## src/rtl/digit_pkg.sv

```systemverilog
// digit_pkg: shared sizes, register map and job states
// for the digit-recognition job controller.
package digit_pkg;

  localparam int IMG_BITS = 400;
  localparam int WORD_W   = 16;
  localparam int RESULT_W = 4;
  localparam int N_WORDS  = IMG_BITS / WORD_W;
  localparam int CNT_W    = $clog2(N_WORDS + 1);

  localparam logic [2:0] ADDR_CTRL    = 3'd0;
  localparam logic [2:0] ADDR_STATUS  = 3'd1;
  localparam logic [2:0] ADDR_RESULT  = 3'd2;
  localparam logic [2:0] ADDR_IMAGE   = 3'd3;
  localparam logic [2:0] ADDR_IRQ_ACK = 3'd4;

  localparam int CTRL_START = 0;
  localparam int CTRL_CLEAR = 1;

  localparam int ST_LOADED    = 0;
  localparam int ST_BUSY      = 1;
  localparam int ST_RES_VALID = 2;
  localparam int ST_OVF       = 3;
  localparam int ST_ERR       = 4;
  localparam int ST_CNT_LSB   = 5;

  typedef enum logic [1:0] {
    IDLE,
    LOADED,
    RUN,
    DONE
  } job_state_t;

endpackage

```

## src/rtl/image_word_buffer.sv

```systemverilog
// image_word_buffer: image register filled one host word at a time,
// with word counter, full flag and overflow detection.
module image_word_buffer
  import digit_pkg::*;
(
  input  logic                clk_i,
  input  logic                reset_i,
  input  logic                wr_en_i,
  input  logic                clear_i,
  input  logic                hold_i,
  input  logic [WORD_W-1:0]   data_i,
  output logic [IMG_BITS-1:0] image_o,
  output logic [CNT_W-1:0]    count_o,
  output logic                full_o,
  output logic                ovf_o
);

  logic [IMG_BITS-1:0] image_q, image_d;
  logic [CNT_W-1:0]    count_q, count_d;
  logic                full;
  logic                accept;

  assign full   = (count_q == CNT_W'(N_WORDS));
  assign accept = wr_en_i && !hold_i && !full && !clear_i;
  assign ovf_o  = wr_en_i && !clear_i && (hold_i || full);

  // Next image/count: clear only rewinds the counter, bits are kept.
  always_comb begin
    image_d = image_q;
    count_d = count_q;
    if (clear_i) begin
      count_d = '0;
    end else if (accept) begin
      count_d = count_q + CNT_W'(1);
      for (int k = 0; k < N_WORDS; k++) begin
        if (count_q == CNT_W'(k)) begin
          image_d[k*WORD_W +: WORD_W] = data_i;
        end
      end
    end
  end

  // Image and counter registers.
  always_ff @(posedge clk_i) begin
    if (reset_i) begin
      image_q <= '0;
      count_q <= '0;
    end else begin
      image_q <= image_d;
      count_q <= count_d;
    end
  end

  assign image_o = image_q;
  assign count_o = count_q;
  assign full_o  = full;

endmodule

```

## src/rtl/digit_job_ctrl.sv

```systemverilog
// digit_job_ctrl: Avalon-MM sequencer for one digit-recognition job.
// Define IRQ_EN to build the completion interrupt and IRQ_ACK register.
module digit_job_ctrl
  import digit_pkg::*;
(
  input  logic                clk,
  input  logic                reset,
  input  logic                chipselect,
  input  logic                write,
  input  logic                read,
  input  logic [2:0]          address,
  input  logic [WORD_W-1:0]   writedata,
  output logic [WORD_W-1:0]   readdata,
  output logic                eng_start,
  output logic [IMG_BITS-1:0] eng_image,
  input  logic                eng_done,
  input  logic [RESULT_W-1:0] eng_digit,
  output logic                irq
);

  job_state_t          state_q, state_d;
  logic                res_valid_q, res_valid_d;
  logic                ovf_q, ovf_d;
  logic                err_q, err_d;
  logic [RESULT_W-1:0] result_q, result_d;
  logic                eng_start_q, eng_start_d;
  logic [WORD_W-1:0]   readdata_q, readdata_d;
  logic [WORD_W-1:0]   status_w;

  logic                wr, rd;
  logic                ctrl_wr, img_wr;
  logic                start_req, clear_req;
  logic                can_start, start_go, start_err;
  logic                done_go, last_word;
  logic                running;

  logic [CNT_W-1:0]    img_count;
  logic                img_full;
  logic                img_ovf;

  assign wr        = chipselect && write;
  assign rd        = chipselect && read;
  assign ctrl_wr   = wr && (address == ADDR_CTRL);
  assign img_wr    = wr && (address == ADDR_IMAGE);
  assign clear_req = ctrl_wr && writedata[CTRL_CLEAR];
  assign start_req = ctrl_wr && writedata[CTRL_START] && !clear_req;
  assign running   = (state_q == RUN);
  assign can_start = (state_q == LOADED) || (state_q == DONE);
  assign start_go  = start_req && can_start;
  assign start_err = start_req && !can_start;
  assign done_go   = eng_done && running && !clear_req;
  assign last_word = img_wr && (img_count == CNT_W'(N_WORDS - 1));

  image_word_buffer u_buf (
    .clk_i   (clk),
    .reset_i (reset),
    .wr_en_i (img_wr),
    .clear_i (clear_req),
    .hold_i  (running),
    .data_i  (writedata),
    .image_o (eng_image),
    .count_o (img_count),
    .full_o  (img_full),
    .ovf_o   (img_ovf)
  );

  // Job FSM next state; CLEAR overrides every transition.
  always_comb begin
    state_d = state_q;
    if (clear_req) begin
      state_d = IDLE;
    end else begin
      unique case (state_q)
        IDLE: begin
          if (last_word) state_d = LOADED;
        end
        LOADED: begin
          if (start_go) state_d = RUN;
        end
        RUN: begin
          if (done_go) state_d = DONE;
        end
        DONE: begin
          if (start_go) state_d = RUN;
          else if (img_wr) state_d = LOADED;
        end
        default: state_d = IDLE;
      endcase
    end
  end

  // Status flags, result capture, launch pulse and read mux.
  always_comb begin
    res_valid_d = res_valid_q;
    ovf_d       = ovf_q;
    err_d       = err_q;
    result_d    = result_q;
    eng_start_d = start_go;
    readdata_d  = readdata_q;

    status_w                          = '0;
    status_w[ST_LOADED]               = img_full;
    status_w[ST_BUSY]                 = running;
    status_w[ST_RES_VALID]            = res_valid_q;
    status_w[ST_OVF]                  = ovf_q;
    status_w[ST_ERR]                  = err_q;
    status_w[ST_CNT_LSB +: CNT_W]     = img_count;

    if (clear_req) begin
      res_valid_d = 1'b0;
      ovf_d       = 1'b0;
      err_d       = 1'b0;
    end else begin
      if (img_ovf) ovf_d = 1'b1;
      if (start_err) err_d = 1'b1;
      if (img_wr && !running) res_valid_d = 1'b0;
      if (done_go) begin
        res_valid_d = 1'b1;
        result_d    = eng_digit;
      end
    end

    if (rd) begin
      unique case (address)
        ADDR_STATUS: readdata_d = status_w;
        ADDR_RESULT: readdata_d = WORD_W'(result_q);
        default:     readdata_d = '0;
      endcase
    end
  end

  // State and flag registers.
  always_ff @(posedge clk) begin
    if (reset) begin
      state_q     <= IDLE;
      res_valid_q <= 1'b0;
      ovf_q       <= 1'b0;
      err_q       <= 1'b0;
      result_q    <= '0;
      eng_start_q <= 1'b0;
      readdata_q  <= '0;
    end else begin
      state_q     <= state_d;
      res_valid_q <= res_valid_d;
      ovf_q       <= ovf_d;
      err_q       <= err_d;
      result_q    <= result_d;
      eng_start_q <= eng_start_d;
      readdata_q  <= readdata_d;
    end
  end

  assign eng_start = eng_start_q;
  assign readdata  = readdata_q;

`ifdef IRQ_EN
  logic irq_q, irq_d;
  logic irq_ack;

  assign irq_ack = wr && (address == ADDR_IRQ_ACK);

  // Completion wins over a same-cycle acknowledge.
  always_comb begin
    irq_d = irq_q;
    if (clear_req) irq_d = 1'b0;
    else if (done_go) irq_d = 1'b1;
    else if (irq_ack) irq_d = 1'b0;
  end

  // Interrupt register.
  always_ff @(posedge clk) begin
    if (reset) irq_q <= 1'b0;
    else irq_q <= irq_d;
  end

  assign irq = irq_q;
`else
  assign irq = 1'b0;
`endif

endmodule

```

## config.mk

```make
export PLATFORM = sky130hd
export DESIGN_NAME = digit_job_ctrl
export DESIGN_NICKNAME = d
export VERILOG_FILES = /design/src/rtl/digit_pkg.sv /design/src/rtl/image_word_buffer.sv /design/src/rtl/digit_job_ctrl.sv
export SDC_FILE = /design/constraint.sdc
export NUM_CORES = 1
export LEC_CHECK = 0
export ABC_AREA = 0
export CAP_MARGIN = 20
export CORE_ASPECT_RATIO = 0.75
export CORE_MARGIN = 5
export CORE_UTILIZATION = 50
export CTS_BUF_LIST = sky130_fd_sc_hd__clkbuf_2 sky130_fd_sc_hd__clkbuf_4 sky130_fd_sc_hd__clkbuf_8
export DETAILED_ROUTE_END_ITERATION = 16
export PLACE_DENSITY = 0.84
export SLEW_MARGIN = 20
export SYNTH_ARGS = -nofsm -noshare
export SYNTH_HDL_FRONTEND = slang
export SYNTH_HIERARCHICAL = 1
export SYNTH_SLANG_ARGS = --single-unit
```

## constraint.sdc

```tcl
create_clock -name clk -period 2.94 [get_ports clk]
set_input_delay 0.735 -clock clk [delete_from_list [all_inputs] [get_ports clk]]
set_output_delay 0.735 -clock clk [all_outputs]
set_load 0.01 [all_outputs]
```

# == Word level (Yosys, flattened, before mapping) ==
# Cells that the tools add are included.
# op_classes
eq_ne,35
add_sub_neg,1
bitwise_logic,1
n_reduce_logical,55
mux,9
# op_table
operator,n
$reduce_and A3 Y1,25
$eq A5 B5 Y1 const B,10
$eq A5 B4 Y1 const B,8
$eq A5 B3 Y1 const B,4
$pmux W10 S2,1
$logic_and A1 B1 Y1,17
$eq A5 B2 Y1 const B,2
$mux W2,5
$pmux W2 S4,1
$eq A3 B2 Y1 const B,2
$ne A2 B2 Y1 const B,3
$add A5 B1 Y5 const B,1
$eq A5 B1 Y1 const B,1
$logic_not A5 Y1,1
$eq A2 B2 Y1 const B,2
$logic_not A1 Y1,4
$reduce_and A4 Y1,1
$eq A3 B1 Y1 const B,1
$logic_not A3 Y1,1
$ne A3 B3 Y1 const B,1
$eq A2 B1 Y1 const B,1
$logic_not A2 Y1,1
$logic_or A1 B1 Y1,2
$mux W1,2
4 further kinds,4
# word_totals
elab_cells,134
reg_bits,431
output_inout_bits,418
inputBits,29

# == Longest topological paths before layout ==
# Gate-level depths: netlist of run 1.
# logic_depth
ltp_word,8
mapped_depth,10
mapped_depth_nobuf,7

# == Cells and area by module ==
# The synthesis of run 1 kept the hierarchy.
# by_module_without_submodules
mod,cells_each,instances,seq_area_each_um2,area_each_um2
image_word_buffer,1426,1,8107.8,15884.0
digit_job_ctrl,95,1,400.4,879.6

# == Worst setup path after synthesis of run 1 ==
# Ideal clock, no wire load.
# synth_path
path_type,input to register
startpoint,input write
endpoint,"register u_buf.image_q[309], in the netlist u_buf/image_o[309]"
arrival_ns,2.441
cell_stages,9
slack_ns,0.367
required_ns,2.808
setup_ns,0.132
path_buffers,4
cell_sequence,and3b_1 > buf_6 > and3_1 > buf_4 > nor3b_1 > buf_2 > nand3_1 > buf_2 > mux2i_1
# synth_via
elab_chain_len,6
word_cells_on_any_way,10
classes_between,bitwise: 1; reduce/logical: 9
# synth_rtl
item,line,source
"start, declared",digit_job_ctrl.sv:9,"input logic write,"
$logic_and A1 B1 Y1 *,digit_job_ctrl.sv:41,assign wr = chipselect && write;
$logic_and A1 B1 Y1 *,digit_job_ctrl.sv:43,assign ctrl_wr = wr && (address == ADDR_CTRL);
$logic_and A1 B1 Y1 *,digit_job_ctrl.sv:45,assign clear_req = ctrl_wr && writedata[CTRL_CLEAR];
via clear_req,digit_job_ctrl.sv:32,"logic start_req, clear_req;"
$logic_not A1 Y1,image_word_buffer.sv:24,assign accept = wr_en_i && !hold_i && !full && !clear_i;
$logic_and A1 B1 Y1,image_word_buffer.sv:24,
$reduce_and A3 Y1 (no source line) *,--,
"end signal, assigned",image_word_buffer.sv:49,image_q <= image_d;
"end, declared",image_word_buffer.sv:18,"logic [IMG_BITS-1:0] image_q, image_d;"
# Mark *: on every way through the listed nets, which the timed path passes. The rest lies on a longest branch.
# A chain may end at the register's enable or synchronous reset.

# == Worst setup path in the final report of run 1 ==
# layout_path
startpoint,input address[2]
endpoint,"register u_buf.image_q[90], in the netlist u_buf/image_o[90]"
# layout_via
elab_chain_len,6
word_cells_on_any_way,11
classes_between,eq/ne: 1; bitwise: 1; reduce/logical: 9
# layout_rtl
item,line,source
"start, declared",digit_job_ctrl.sv:11,"input logic [2:0] address,"
$eq A3 B2 Y1,digit_job_ctrl.sv:44,assign img_wr = wr && (address == ADDR_IMAGE);
$logic_and A1 B1 Y1,digit_job_ctrl.sv:44,
via img_wr,digit_job_ctrl.sv:31,"logic ctrl_wr, img_wr;"
$logic_and A1 B1 Y1 (3 in a row),image_word_buffer.sv:24,
$reduce_and A3 Y1 (no source line),--,
# The timed path passes the listed nets, and every way through them passes these cells.

==> impl_metrics.env, run 1 <==
export IMPL_grt_pass1_vias=13186
export IMPL_holdBufCountCts=0
export IMPL_arrival_ns=3.00
export IMPL_synth_yosys_seq_area_share_pct=50.75
export IMPL_use_met1_pct=34.41
export IMPL_vias=12855
export IMPL_cts_sinks=425
export IMPL_max_clock_freq_mhz=399.7
export IMPL_coreArea_um2=33310
export IMPL_wl_per_cell_um=22.24
export IMPL_wl_um=54500
export IMPL_avgSynthCellArea_um2=11.02
export IMPL_cts_root_buffer="clkbuf_8"
export IMPL_required_ns=3.43
export IMPL_ir_drop_mv=0.3944
export IMPL_synth_distinct_cells=46
export IMPL_grt_pass1_wl_um=81250
export IMPL_die_area_um2=37330
export IMPL_path_clk_slew_ns=0.06
export IMPL_p_leak_nw=10.88
export IMPL_nNetsFinal=1986
export IMPL_routed_via_density=5.247
export IMPL_holdWs_ns=0.4737
export IMPL_io_pins=447
export IMPL_gp_congestion=0.8470
export IMPL_hpwl_um=35740
export IMPL_areaGrowthSynthToFinish_pct=39.74
export IMPL_initial_core_util_pct=50.33
export IMPL_grt_max_degree=220
export IMPL_die_x_um=221.4
export IMPL_hold_violations=0
export IMPL_crit_slowest_cell="clkdlybuf4s50_1"
export IMPL_async_reset_ff_share_pct=0
export IMPL_crit_type="in -> reg"
export IMPL_slew_violations=0
export IMPL_worstPathCellList="clkdlybuf4s50_1 > and3b_1 > nand3_1 > inv_1 > nor4bb_2 > buf_4 > and3_1 > buf_12 > mux2i_1"
export IMPL_drive_gt1_share_pct=10.95
export IMPL_max_cap_violations=0
export IMPL_end_kind="flop"
export IMPL_num_rows=58
export IMPL_drc_errors=0
export IMPL_status="finished, final reports clean"
export IMPL_cts_path_max_buffers=3
export IMPL_io_buffer_count=439
export IMPL_drtIter0Drc=1001
export IMPL_cp_max_fo=13
export IMPL_h_tree_depth=3
export IMPL_rsz0062_at_grt="false"
export IMPL_min_period_over_period_pct=85.11
export IMPL_slowest_delay_ns=0.42
export IMPL_synth_seq_cells=425
export IMPL_netlist_area_um2=16760
export IMPL_ys_warnings_count=6
export IMPL_fin_setup_tns_ns=0
export IMPL_overflow=0
export IMPL_met3_usage_pct=9.535
export IMPL_max_slew_worst_pin_slew_ns=0.8282
export IMPL_yosys_most_used_dff="dfxtp_1"
export IMPL_power_density_nw_per_um2=495.6
export IMPL_grtUsageTotal_pct=27.72
export IMPL_drt_pass1_iter_count=6
export IMPL_use_met2_pct=46.80
export IMPL_cts_resized_gates=0
export IMPL_grt_busiest_layer="met2"
export IMPL_finalSetupViolations=0
export IMPL_die_h_um=168.6
export IMPL_antenna_found_initial=0
export IMPL_ant_nets=0
export IMPL_relSlewSlack_pct=44.73
export IMPL_hp_class="reg -> reg"
export IMPL_startpoint_type="input port"
export IMPL_cts_buffers=68
export IMPL_cts_tree="done"
export IMPL_fill_cells=2378
export IMPL_syn_inst=1521
export IMPL_clkLatencyLatePin_ns=0.59
export IMPL_fin_crit_ns=2.502
export IMPL_fin_skew_ns=0.02247
export IMPL_synth_edf_count=0
export IMPL_diodes=0
export IMPL_cts_setup_buffers=0
## report_power, final
group | leakage, nW | internal, mW | switching [mW]
logic | 6.69 | 0.185 | 0.274
registers | 3.42 | 5.76 | 0.00336
clock network | 0.776 | 3.07 | 2.32
## critical path, delay by kind of cell
| kind | cells | cell delay [ns] |
|---|---|---|
| buf+inv | 4 | 1.01 |
| mux | 1 | 0.20 |
| simple gates | 4 | 1.06 |
## metal layers
layer  up-vias  share of wire (%)
met3        76                8.7
li1       5899                  -
met1      6402                 42
met2       478                 47
met4         0                2.0
met5         -                  0
## placed cells by master, fill, tap and decap left out, types with 2 or more instances in the layout
master / netlist / final
nor4bb_1: 3 / 2
o21ai_0: 6 / 6
or3_1: 2 / 2
nor2_1: 25 / 24
clkbuf_4: 0 / 21
buf_4: 18 / 27
mux2i_1: 404 / 404
clkinv_2: 0 / 2
nand2b_1: 416 / 403
clkdlybuf4s50_1: 0 / 438
a21oi_1: 6 / 6
nand3_1: 6 / 6
nand2_1: 4 / 4
inv_1: 7 / 7
dfxtp_1: 425 / 425
nand3_2: 17 / 17
and3b_1: 4 / 4
inv_6: 0 / 3
a22o_1: 4 / 4
a22oi_1: 10 / 10
and3_1: 5 / 5
buf_12: 0 / 32
clkbuf_8: 0 / 90
ha_1: 5 / 5
nor2b_1: 4 / 4
nand2_2: 2 / 2
conb_1: 1 / 7
nand2b_2: 0 / 13
nor3b_1: 2 / 2
## final timing paths
| check | start | to | slack [ns] | cells past startpoint |
|---|---|---|---|---|
| max | address[2] | u_buf/image_o[90] | 0.44 | 9 |
| min | u_buf/image_o[83] | u_buf/image_o[83] | 0.47 | 2 |
| max reg2reg | u_buf/count_o[1] | u_buf/count_o[2] | 0.94 | 6 |
| min reg2reg | u_buf/image_o[83] | u_buf/image_o[83] | 0.47 | 2 |
## kinds of logic (layout without fill, tap and decap cells)
logic type                 after synthesis  count (layout)  synth area share (%)
other                                    1               7               0.02237
adders and majority gates                5               5                0.3732
muxes                                  404             404                 24.12
AOI/OAI and AO/OA                       32              32                 1.381
DFF                                    425             425                 50.75
buffers and inverters                  150             623                 4.157
and+or+nand+nor                        504             504                 19.19
## area by class of cell
type / count / area [um^2] / share of cell area [%]
flip-flops and latches: 425 / 8508 / 36.32
repair buffers: 498 / 5241 / 22.37
inverters: 7 / 26.28 / 0.1122
well taps: 450 / 563.0 / 2.403
clock buffers: 110 / 1383 / 5.902
multi-input cells: 952 / 7622 / 32.54
clock inverters: 8 / 82.58 / 0.3525
## flip-flops by register name (all words and copies together) (netlist names)
signal / cells
eng_start: 1
readdata: 10
u_buf/image_o: 400
res_valid_q: 1
ovf_q: 1
u_buf/count_o: 5
result_q: 4
state_q: 2
err_q: 1
## Yosys cell counts (2+ instances only)
| master | number | area [um^2] |
|---|---|---|
| nor4bb_1 | 3 | 30.03 |
| nand2_2 | 2 | 12.51 |
| a21oi_1 | 6 | 30.03 |
| buf_2 | 17 | 85.08 |
| or3_1 | 2 | 12.51 |
| nor2_1 | 25 | 93.84 |
| clkbuf_1 | 100 | 375.4 |
| a22oi_1 | 10 | 75.07 |
| a22o_1 | 4 | 35.03 |
| and3b_1 | 4 | 35.03 |
| mux2i_1 | 404 | 4044 |
| nand3_2 | 17 | 170.2 |
| buf_6 | 6 | 67.56 |
| nand3_1 | 6 | 30.03 |
| nand2_1 | 4 | 15.01 |
| buf_4 | 18 | 135.1 |
| inv_1 | 7 | 26.28 |
| nand2b_1 | 416 | 2603 |
| o21ai_0 | 6 | 30.03 |
| nor2b_1 | 4 | 25.02 |
| buf_1 | 2 | 7.510 |
| nor3b_1 | 2 | 15.01 |
| and3_1 | 5 | 31.28 |
| ha_1 | 5 | 62.56 |
| dfxtp_1 | 425 | 8508 |
## stage by stage
| stage | utilization (%) | std cells | setup slack (ns) | area (um^2) | total power, mW |
|---|---|---|---|---|---|
| detailed placement | 65.93 | 2332 | -0.1203 | 21960 | 6.345 |
| floorplan | - | 1527 | 0.3667 | 16790 | 6.150 |
| global route | 70.33 | 2450 | 0.3078 | 23430 | 12.00 |
| finish | 70.33 | 2450 | 0.4378 | 23430 | 11.61 |
| global placement | 65.92 | 2332 | -0.01719 | 21960 | 6.340 |
| CTS | 70.33 | 2450 | 0.4963 | 23430 | 11.71 |
Power figures use the tool's default switching activity.
==> run 2, diff against run 1 <==
Settings changed: GPL_ROUTABILITY_DRIVEN set to 0.
==> results of run 2 <==
Final layout, timing and power as in run 1 (identical DEF).
